<file path="src/rtl/muldiv_pkg.sv">
// Shared encodings and sizing for the sequential multiply/divide unit.
package muldiv_pkg;

  localparam int unsigned MD_WIDTH = 32;
  localparam int unsigned CNT_W    = $clog2(MD_WIDTH);

  typedef enum logic [1:0] {
    MD_MULT  = 2'd0,
    MD_MULTU = 2'd1,
    MD_DIV   = 2'd2,
    MD_DIVU  = 2'd3
  } md_op_t;

  typedef enum logic [1:0] {
    IDLE = 2'd0,
    ABS  = 2'd1,
    ITER = 2'd2,
    FIX  = 2'd3
  } md_state_t;

endpackage

</file>
<file path="src/rtl/muldiv_if.sv">
// Pipeline-to-muldiv request/result bundle.
interface muldiv_if #(
  parameter int unsigned WIDTH = 32
);
  logic             start;
  logic [1:0]       op;
  logic [WIDTH-1:0] a;
  logic [WIDTH-1:0] b;
  logic             flush;
  logic             busy;
  logic             done;
  logic [WIDTH-1:0] hi;
  logic [WIDTH-1:0] lo;

  modport master (output start, op, a, b, flush, input busy, done, hi, lo);
  modport slave  (input start, op, a, b, flush, output busy, done, hi, lo);
endinterface

</file>
<file path="src/rtl/muldiv_addsub.sv">
// Shared add/subtract unit; carry or borrow appears in the MSB of sum.
module muldiv_addsub #(
  parameter int unsigned W = 33
) (
  input  logic [W-1:0] x,
  input  logic [W-1:0] y,
  input  logic         sub,
  output logic [W-1:0] sum
);

  // Subtract as x + ~y + 1.
  always_comb begin
    sum = x + (y ^ {W{sub}}) + {{(W-1){1'b0}}, sub};
  end

endmodule

</file>
<file path="src/rtl/muldiv_seq.sv">
// Multi-cycle MULT/MULTU/DIV/DIVU sequencer: shift-add multiply and
// restoring divide over WIDTH iterations on one shared add/sub unit.
module muldiv_seq
  import muldiv_pkg::*;
#(
  parameter int unsigned WIDTH = MD_WIDTH
) (
  input  logic     clk,
  input  logic     resetn,
  muldiv_if.slave  bus
);

  md_state_t        state, state_nxt;
  md_op_t           op_r;
  logic [WIDTH-1:0] a_r;      // original a, then |a| (multiplicand)
  logic [WIDTH-1:0] b_r;      // original b, then |b| (multiplier / divisor)
  logic             sign_a;
  logic             sign_b;
  logic [WIDTH-1:0] acc_hi;
  logic [WIDTH-1:0] acc_lo;
  logic [CNT_W-1:0] cnt;
  logic [WIDTH-1:0] hi_r;
  logic [WIDTH-1:0] lo_r;

  logic [WIDTH:0]   au_x;
  logic [WIDTH:0]   au_y;
  logic             au_sub;
  logic [WIDTH:0]   au_sum;

  logic             is_mul;
  logic             accept;
  logic             last_iter;
  logic             div_ge;
  logic [WIDTH-1:0] fix_hi;
  logic [WIDTH-1:0] fix_lo;
  logic [2*WIDTH-1:0] prod;

  assign is_mul    = (op_r == MD_MULT) || (op_r == MD_MULTU);
  assign accept    = (state == IDLE) && bus.start && !bus.flush;
  assign last_iter = (cnt == CNT_W'(WIDTH - 1));

  muldiv_addsub #(.W(WIDTH + 1)) u_addsub (
    .x   (au_x),
    .y   (au_y),
    .sub (au_sub),
    .sum (au_sum)
  );

  // Steer the shared adder: negate a in ABS, add or trial-subtract in ITER.
  always_comb begin
    au_x   = '0;
    au_y   = '0;
    au_sub = 1'b0;
    if (state == ABS) begin
      au_y   = {1'b0, a_r};
      au_sub = 1'b1;
    end else if (state == ITER) begin
      if (is_mul) begin
        au_x = {1'b0, acc_hi};
        au_y = b_r[0] ? {1'b0, a_r} : '0;
      end else begin
        au_x   = {acc_hi, acc_lo[WIDTH-1]};
        au_y   = {1'b0, b_r};
        au_sub = 1'b1;
      end
    end
  end

  // The shifted partial remainder is 33 bits wide, so when its top bit is set
  // it already exceeds any divisor and the borrow bit alone cannot be trusted.
  assign div_ge = au_x[WIDTH] | ~au_sum[WIDTH];

  // Sign correction of the final magnitudes.
  always_comb begin
    prod   = {acc_hi, acc_lo};
    fix_hi = acc_hi;
    fix_lo = acc_lo;
    if (is_mul) begin
      if (sign_a ^ sign_b) prod = -prod;
      fix_hi = prod[2*WIDTH-1:WIDTH];
      fix_lo = prod[WIDTH-1:0];
    end else begin
      if (sign_a ^ sign_b) fix_lo = -acc_lo;
      if (sign_a)          fix_hi = -acc_hi;
    end
  end

  // State register.
  always_ff @(posedge clk or negedge resetn) begin
    if (!resetn) state <= IDLE;
    else         state <= state_nxt;
  end

  // Next-state logic; flush returns any active state to IDLE.
  always_comb begin
    state_nxt = state;
    case (state)
      IDLE: if (accept) state_nxt = ABS;
      ABS:  state_nxt = ITER;
      ITER: if (last_iter) state_nxt = FIX;
      FIX:  state_nxt = IDLE;
      default: state_nxt = IDLE;
    endcase
    if (bus.flush && state != IDLE) state_nxt = IDLE;
  end

  // Operand capture, magnitude conversion, iteration and result commit.
  always_ff @(posedge clk or negedge resetn) begin
    if (!resetn) begin
      op_r   <= MD_MULT;
      a_r    <= '0;
      b_r    <= '0;
      sign_a <= 1'b0;
      sign_b <= 1'b0;
      acc_hi <= '0;
      acc_lo <= '0;
      cnt    <= '0;
      hi_r   <= '0;
      lo_r   <= '0;
    end else begin
      case (state)
        IDLE: begin
          if (accept) begin
            op_r   <= md_op_t'(bus.op);
            a_r    <= bus.a;
            b_r    <= bus.b;
            sign_a <= (bus.op == MD_MULT || bus.op == MD_DIV) && bus.a[WIDTH-1];
            sign_b <= (bus.op == MD_MULT || bus.op == MD_DIV) && bus.b[WIDTH-1];
          end
        end
        ABS: begin
          cnt    <= '0;
          acc_hi <= '0;
          acc_lo <= '0;
          // Divide by zero keeps a unsigned and skips sign fix so the
          // iteration leaves quotient all-ones and remainder equal to a.
          if (!is_mul && b_r == '0) begin
            sign_a <= 1'b0;
            sign_b <= 1'b0;
            acc_lo <= a_r;
          end else begin
            if (sign_a) a_r <= au_sum[WIDTH-1:0];
            if (sign_b) b_r <= -b_r;
            if (!is_mul) acc_lo <= sign_a ? au_sum[WIDTH-1:0] : a_r;
          end
        end
        ITER: begin
          cnt <= cnt + 1'b1;
          if (is_mul) begin
            acc_hi <= au_sum[WIDTH:1];
            acc_lo <= {au_sum[0], acc_lo[WIDTH-1:1]};
            b_r    <= b_r >> 1;
          end else begin
            acc_hi <= div_ge ? au_sum[WIDTH-1:0] : {acc_hi[WIDTH-2:0], acc_lo[WIDTH-1]};
            acc_lo <= {acc_lo[WIDTH-2:0], div_ge};
          end
        end
        FIX: begin
          if (!bus.flush) begin
            hi_r <= fix_hi;
            lo_r <= fix_lo;
          end
        end
        default: ;
      endcase
    end
  end

  // Outputs: the corrected result is presented during FIX alongside done.
  always_comb begin
    bus.busy = (state != IDLE);
    bus.done = (state == FIX) && !bus.flush;
    bus.hi   = bus.done ? fix_hi : hi_r;
    bus.lo   = bus.done ? fix_lo : lo_r;
  end

endmodule

</file>
<file path="src/flat_wrapper.sv">
// flat-port wrapper written by rule: the top's interface ports become plain ports
module muldiv_seq_flat import muldiv_pkg::*;
#(
  parameter int unsigned WIDTH = MD_WIDTH
)
  (clk, resetn, bus_start, bus_op, bus_a, bus_b, bus_flush, bus_busy, bus_done, bus_hi, bus_lo);
  muldiv_if #(.WIDTH(WIDTH)) bus_i ();
  input  logic clk;
  input  logic resetn;
  input wire logic [$bits(bus_i.start)-1:0] bus_start;
  input wire logic [$bits(bus_i.op)-1:0] bus_op;
  input wire logic [$bits(bus_i.a)-1:0] bus_a;
  input wire logic [$bits(bus_i.b)-1:0] bus_b;
  input wire logic [$bits(bus_i.flush)-1:0] bus_flush;
  output wire logic [$bits(bus_i.busy)-1:0] bus_busy;
  output wire logic [$bits(bus_i.done)-1:0] bus_done;
  output wire logic [$bits(bus_i.hi)-1:0] bus_hi;
  output wire logic [$bits(bus_i.lo)-1:0] bus_lo;
  assign bus_i.start = bus_start;
  assign bus_i.op = bus_op;
  assign bus_i.a = bus_a;
  assign bus_i.b = bus_b;
  assign bus_i.flush = bus_flush;
  assign bus_busy = bus_i.busy;
  assign bus_done = bus_i.done;
  assign bus_hi = bus_i.hi;
  assign bus_lo = bus_i.lo;
  muldiv_seq #(.WIDTH(WIDTH)) u_core (.clk(clk), .resetn(resetn), .bus(bus_i));
endmodule
</file>
<file path="config.mk">
export PLATFORM = sky130hd
export DESIGN_NAME = muldiv_seq_flat
export DESIGN_NICKNAME = d
export VERILOG_FILES = /design/src/rtl/muldiv_pkg.sv /design/src/rtl/muldiv_if.sv /design/src/rtl/muldiv_addsub.sv /design/src/rtl/muldiv_seq.sv /design/src/flat_wrapper.sv
export SDC_FILE = /design/constraint.sdc
export NUM_CORES = 1
export LEC_CHECK = 0
export CORE_MARGIN = 4
export CORE_UTILIZATION = 29
export CTS_CLUSTER_SIZE = 24
export DETAILED_ROUTE_END_ITERATION = 10
export HOLD_SLACK_MARGIN = 0.06
export PLACE_DENSITY = 0.54
export SYNTH_ARGS = -nofsm -noshare
export SYNTH_HDL_FRONTEND = slang
export SYNTH_SLANG_ARGS = --single-unit
export TNS_END_PERCENT = 50
</file>
<file path="constraint.sdc">
create_clock -name clk -period 4.5 [get_ports clk]
set_input_delay 1.125 -clock clk [delete_from_list [all_inputs] [get_ports clk]]
set_output_delay 1.125 -clock clk [all_outputs]
set_load 0.05 [all_outputs]
</file>
==> reports/metrics.csv <==
metric,value,unit
status,finished with violations,
failing checks,setup timing,
DRC errors left,0,
Reg area,0.00506,sq mm
Yosys top cell by area,dfrtp_1,
area delta synth->final,35.3,%
Post-synth top flop,dfrtp_1,
antenna violations before repair,0,
Antenna Nets Post-Route,0,
CP Launch Type,flip-flop,
final setup fails,21,
Worst VDD drop,0.307,mV
Buf/Inv on CP,2,
Slew HR,44.9,%
"Net Count, Synth",2019,
Yosys warnings,0,
number of hold buffers added after CTS,0,
drt total wl,60800,microns
Synth Area in Compound Gates,28.6,%
TritonCTS sink count,202,
Worst path most repeated cell,nor4_4,
crit-path leading delay family,simple AND/OR/NAND/NOR gates,
Worst Path Max Fanout,4,
multiplexer share of the synthesized area,5.29,%
Mapped Area,0.0151,sq mm
post-synth top area share,33.4,%
hold depth,2,
Critical Path Slowest Stage Cell,or4_4,
"Seq/Total Area, Yosys",33.4,%
DRT Pass-1 Iters,5,
P_leak,8.63,nW
RSZ-0062 raised after global routing,true,
Area after DPL,0.0189,sq mm
first-pass GRT wire length,93300,microns
Crit Path Class,flip-flop to primary output,
Crit path depth,11,
CP Capture Type,primary output,
Clock Tree Buf Depth,3,
Die Y,237,microns
H-tree levels,1,
Starting DRT DRC Count,1515,
final net count,2240,
# fillers,5261,
clock skew,18.0,ps
via count,15704,
mean post-synth cell area,7.95,sq um
post-synthesis xor/xnor area fraction,5.38,%
worst r2r path cells,16,
Die X,237,microns
Post-synth top cells,"nand2_1, o21ai_0, dfrtp_1, a21oi_1, nor2_1",
crit-path cells,or4_4 -> nor4_4 -> nor4b_4 -> buf_4 -> nand3_4 -> or3_4 -> nor4_4 -> nor3_2 -> xnor2_1 -> o21ai_2 -> buf_12,
row cnt,83,
worst slew pin tran,826,ps
PwrDens,863,mW/mm^2
gr usage total,20.8,%
area of the multi-input gates,0.00974,sq mm
Synth Register Bits,202,
Final period util,105,%
total CTS buffers,25,
placed wire-length estimate,46600,microns
core area,0.0515,sq mm
top-count cell post-synth,nand2_1,
top area cells in the synthesized netlist,"dfrtp_1, o21ai_0, a21oi_1, nand2_1, o22ai_1",
Worst Hold Class,flip-flop to flip-flop,
final setup margin,-206,ps
io pins,136,
Max-cap violations,0,
Synth cell types,84,
adder-cell share of the synthesized area,3.60,%
CP required,3380,ps
Max Transition Viols Final,0,
largest family of logic cells by synthesized area,compound AO/OA/AOI/OAI gates,
pre-CTS setup slack,14.7,ps
count of final hold-check violations,0,
Post-Syn Instances,1906,
Synth async-reset ratio,100,%
Overflow after GRT,0,
CTS tree,yes,
vias in the first global route,15193,
Initial Utilization,29.4,%
"EDFF count, synth",0,
Slowest Stage Delay on Critical Path,560,ps
Die ar.,0.0560,sq mm
Tmin final,4710,ps
largest net degree at the start of global routing,86,
FMAX,0.213,GHz
post-route cell area,0.0205,sq mm
number of buffers inserted by port buffering,135,
drt wl/cell,21.5,microns
routability cong.,0.923,
proportion of layout cells with a drive suffix above 1,22.3,%
WP data arrival,3580,ps
"CTS clk-pin slew, worst paths",60,ps
Via density,5.56,
Synth Area in Simple Gates,18.2,%
Root Driver,clkbuf_16,
Worst-Skew Late Latency,560,ps
## tightest hold or removal path: cells and delay by family (launching register included)
kind / cells / cell delay, ps
AOI/OAI and AO/OA: 1 / 60
DFF: 1 / 360
and+or+nand+nor: 1 / 50
## registers in the layout (all words and copies together), names as in the netlist, 2 cells and up
name,cells
u_core.acc_lo,32
u_core.acc_hi,32
u_core.lo_r,32
u_core.b_r,32
u_core.state,2
u_core.a_r,32
u_core.cnt,5
u_core.hi_r,32
## area by class of cell
type	instances	area share, %
flip-flops and latches	202	24.7
repair buffers	365	18.7
multi-input cells	1488	47.5
clock buffers	39	3.80
diodes	1	0.0122
well taps	680	4.15
inverters	45	0.842
clock inverters	6	0.287
## stage by stage
| stage | hold slack (ps) | TNS (ps) | std cells | power [mW] | utilization (%) |
|---|---|---|---|---|---|
| 5_1_grt | 523 | -5650 | 2825 | 18.8 | 39.8 |
| 6_report | 499 | -2090 | 2826 | 17.7 | 39.8 |
| 3_3_place_gp | 487 | 0 | 2744 | 14.8 | 36.7 |
| 2_1_floorplan | 462 | -2390 | 1906 | 10.2 | - |
| 4_1_cts | 499 | -1130 | 2807 | 17.4 | 39.1 |
| 3_5_place_dp | 485 | 0 | 2744 | 14.9 | 36.7 |
## cell families (layout without fill, tap and decap cells)
kind of cell    Yosys count  in the layout
xor+xnor                 93             93
buf+inv                 216            455
other cells               0              1
flops                   202            202
mux                      76             76
fa+ha+maj                43             43
simple gates            579            579
compound gates          697            697
## worst paths after layout
kind	slack [ps]	from	to
hold / removal	500	u_core.b_r[1]	u_core.b_r[1]
min in group asynchronous	580	resetn	u_core.acc_hi[11]
max in group asynchronous	2960	resetn	u_core.a_r[4]
setup reg to reg	190	u_core.op_r[1]	u_core.acc_hi[6]
setup / recovery	-210	u_core.acc_lo[13]	bus_hi[17]
hold reg to reg	500	u_core.b_r[1]	u_core.b_r[1]
## metal layers
metal | routed length [microns] | global-route usage [%] | part of all wire, % | vias up
met4 | 1760 | 5.86 | 2.9 | 0
met5 | 0 | 0 | 0 | -
met2 | 26800 | 32.0 | 44 | 506
met1 | 28900 | 30.9 | 47 | 7672
met3 | 3420 | 2.26 | 5.6 | 78
li1 | - | - | - | 7448
## cell usage in the layout (no fill, tap or decap), types with 9 or more instances in the layout
cell type and count:
nand2_1 217, buf_4 216, dfrtp_1 199, o21ai_0 169, a21oi_1 159, nor2_1 142, o22ai_1 92, buf_12 71
clkdlybuf4s50_1 69, xnor2_1 57, mux2i_1 55, inv_1 42, ha_1 40, nand3_1 38, nor3_1 37, and3_1 35
o21ai_2 33, a211oi_1 26, xor2_1 25, o211ai_1 25, clkbuf_16 25, a2bb2oi_1 21, a22o_1 19, mux2_2 19
a221oi_1 18, nor4_1 17, a21o_1 16, o21ai_1 15, a22oi_1 11, clkbuf_8 11, or3_1 10, a21oi_2 10
o2bb2ai_1 10, o21bai_1 9
## what timing repair did
item                                    4_1_cts  5_1_grt
pin swaps                                    15       31
resized for setup                            88       56
setup buffers                                18       19
endpoints found under the setup margin       37       81
endpoints found under the hold margin         0        0
gates cloned                                  0        0
## report_power, final
| group | switching [mW] | internal (mW) | total (mW) |
|---|---|---|---|
| Combinational | 7.15 | 4.84 | 12.0 |
| Sequential | 1.04 | 2.57 | 3.60 |
| Clock | 0.857 | 1.24 | 2.09 |
Note: power is estimated with default switching activity, not from simulation.
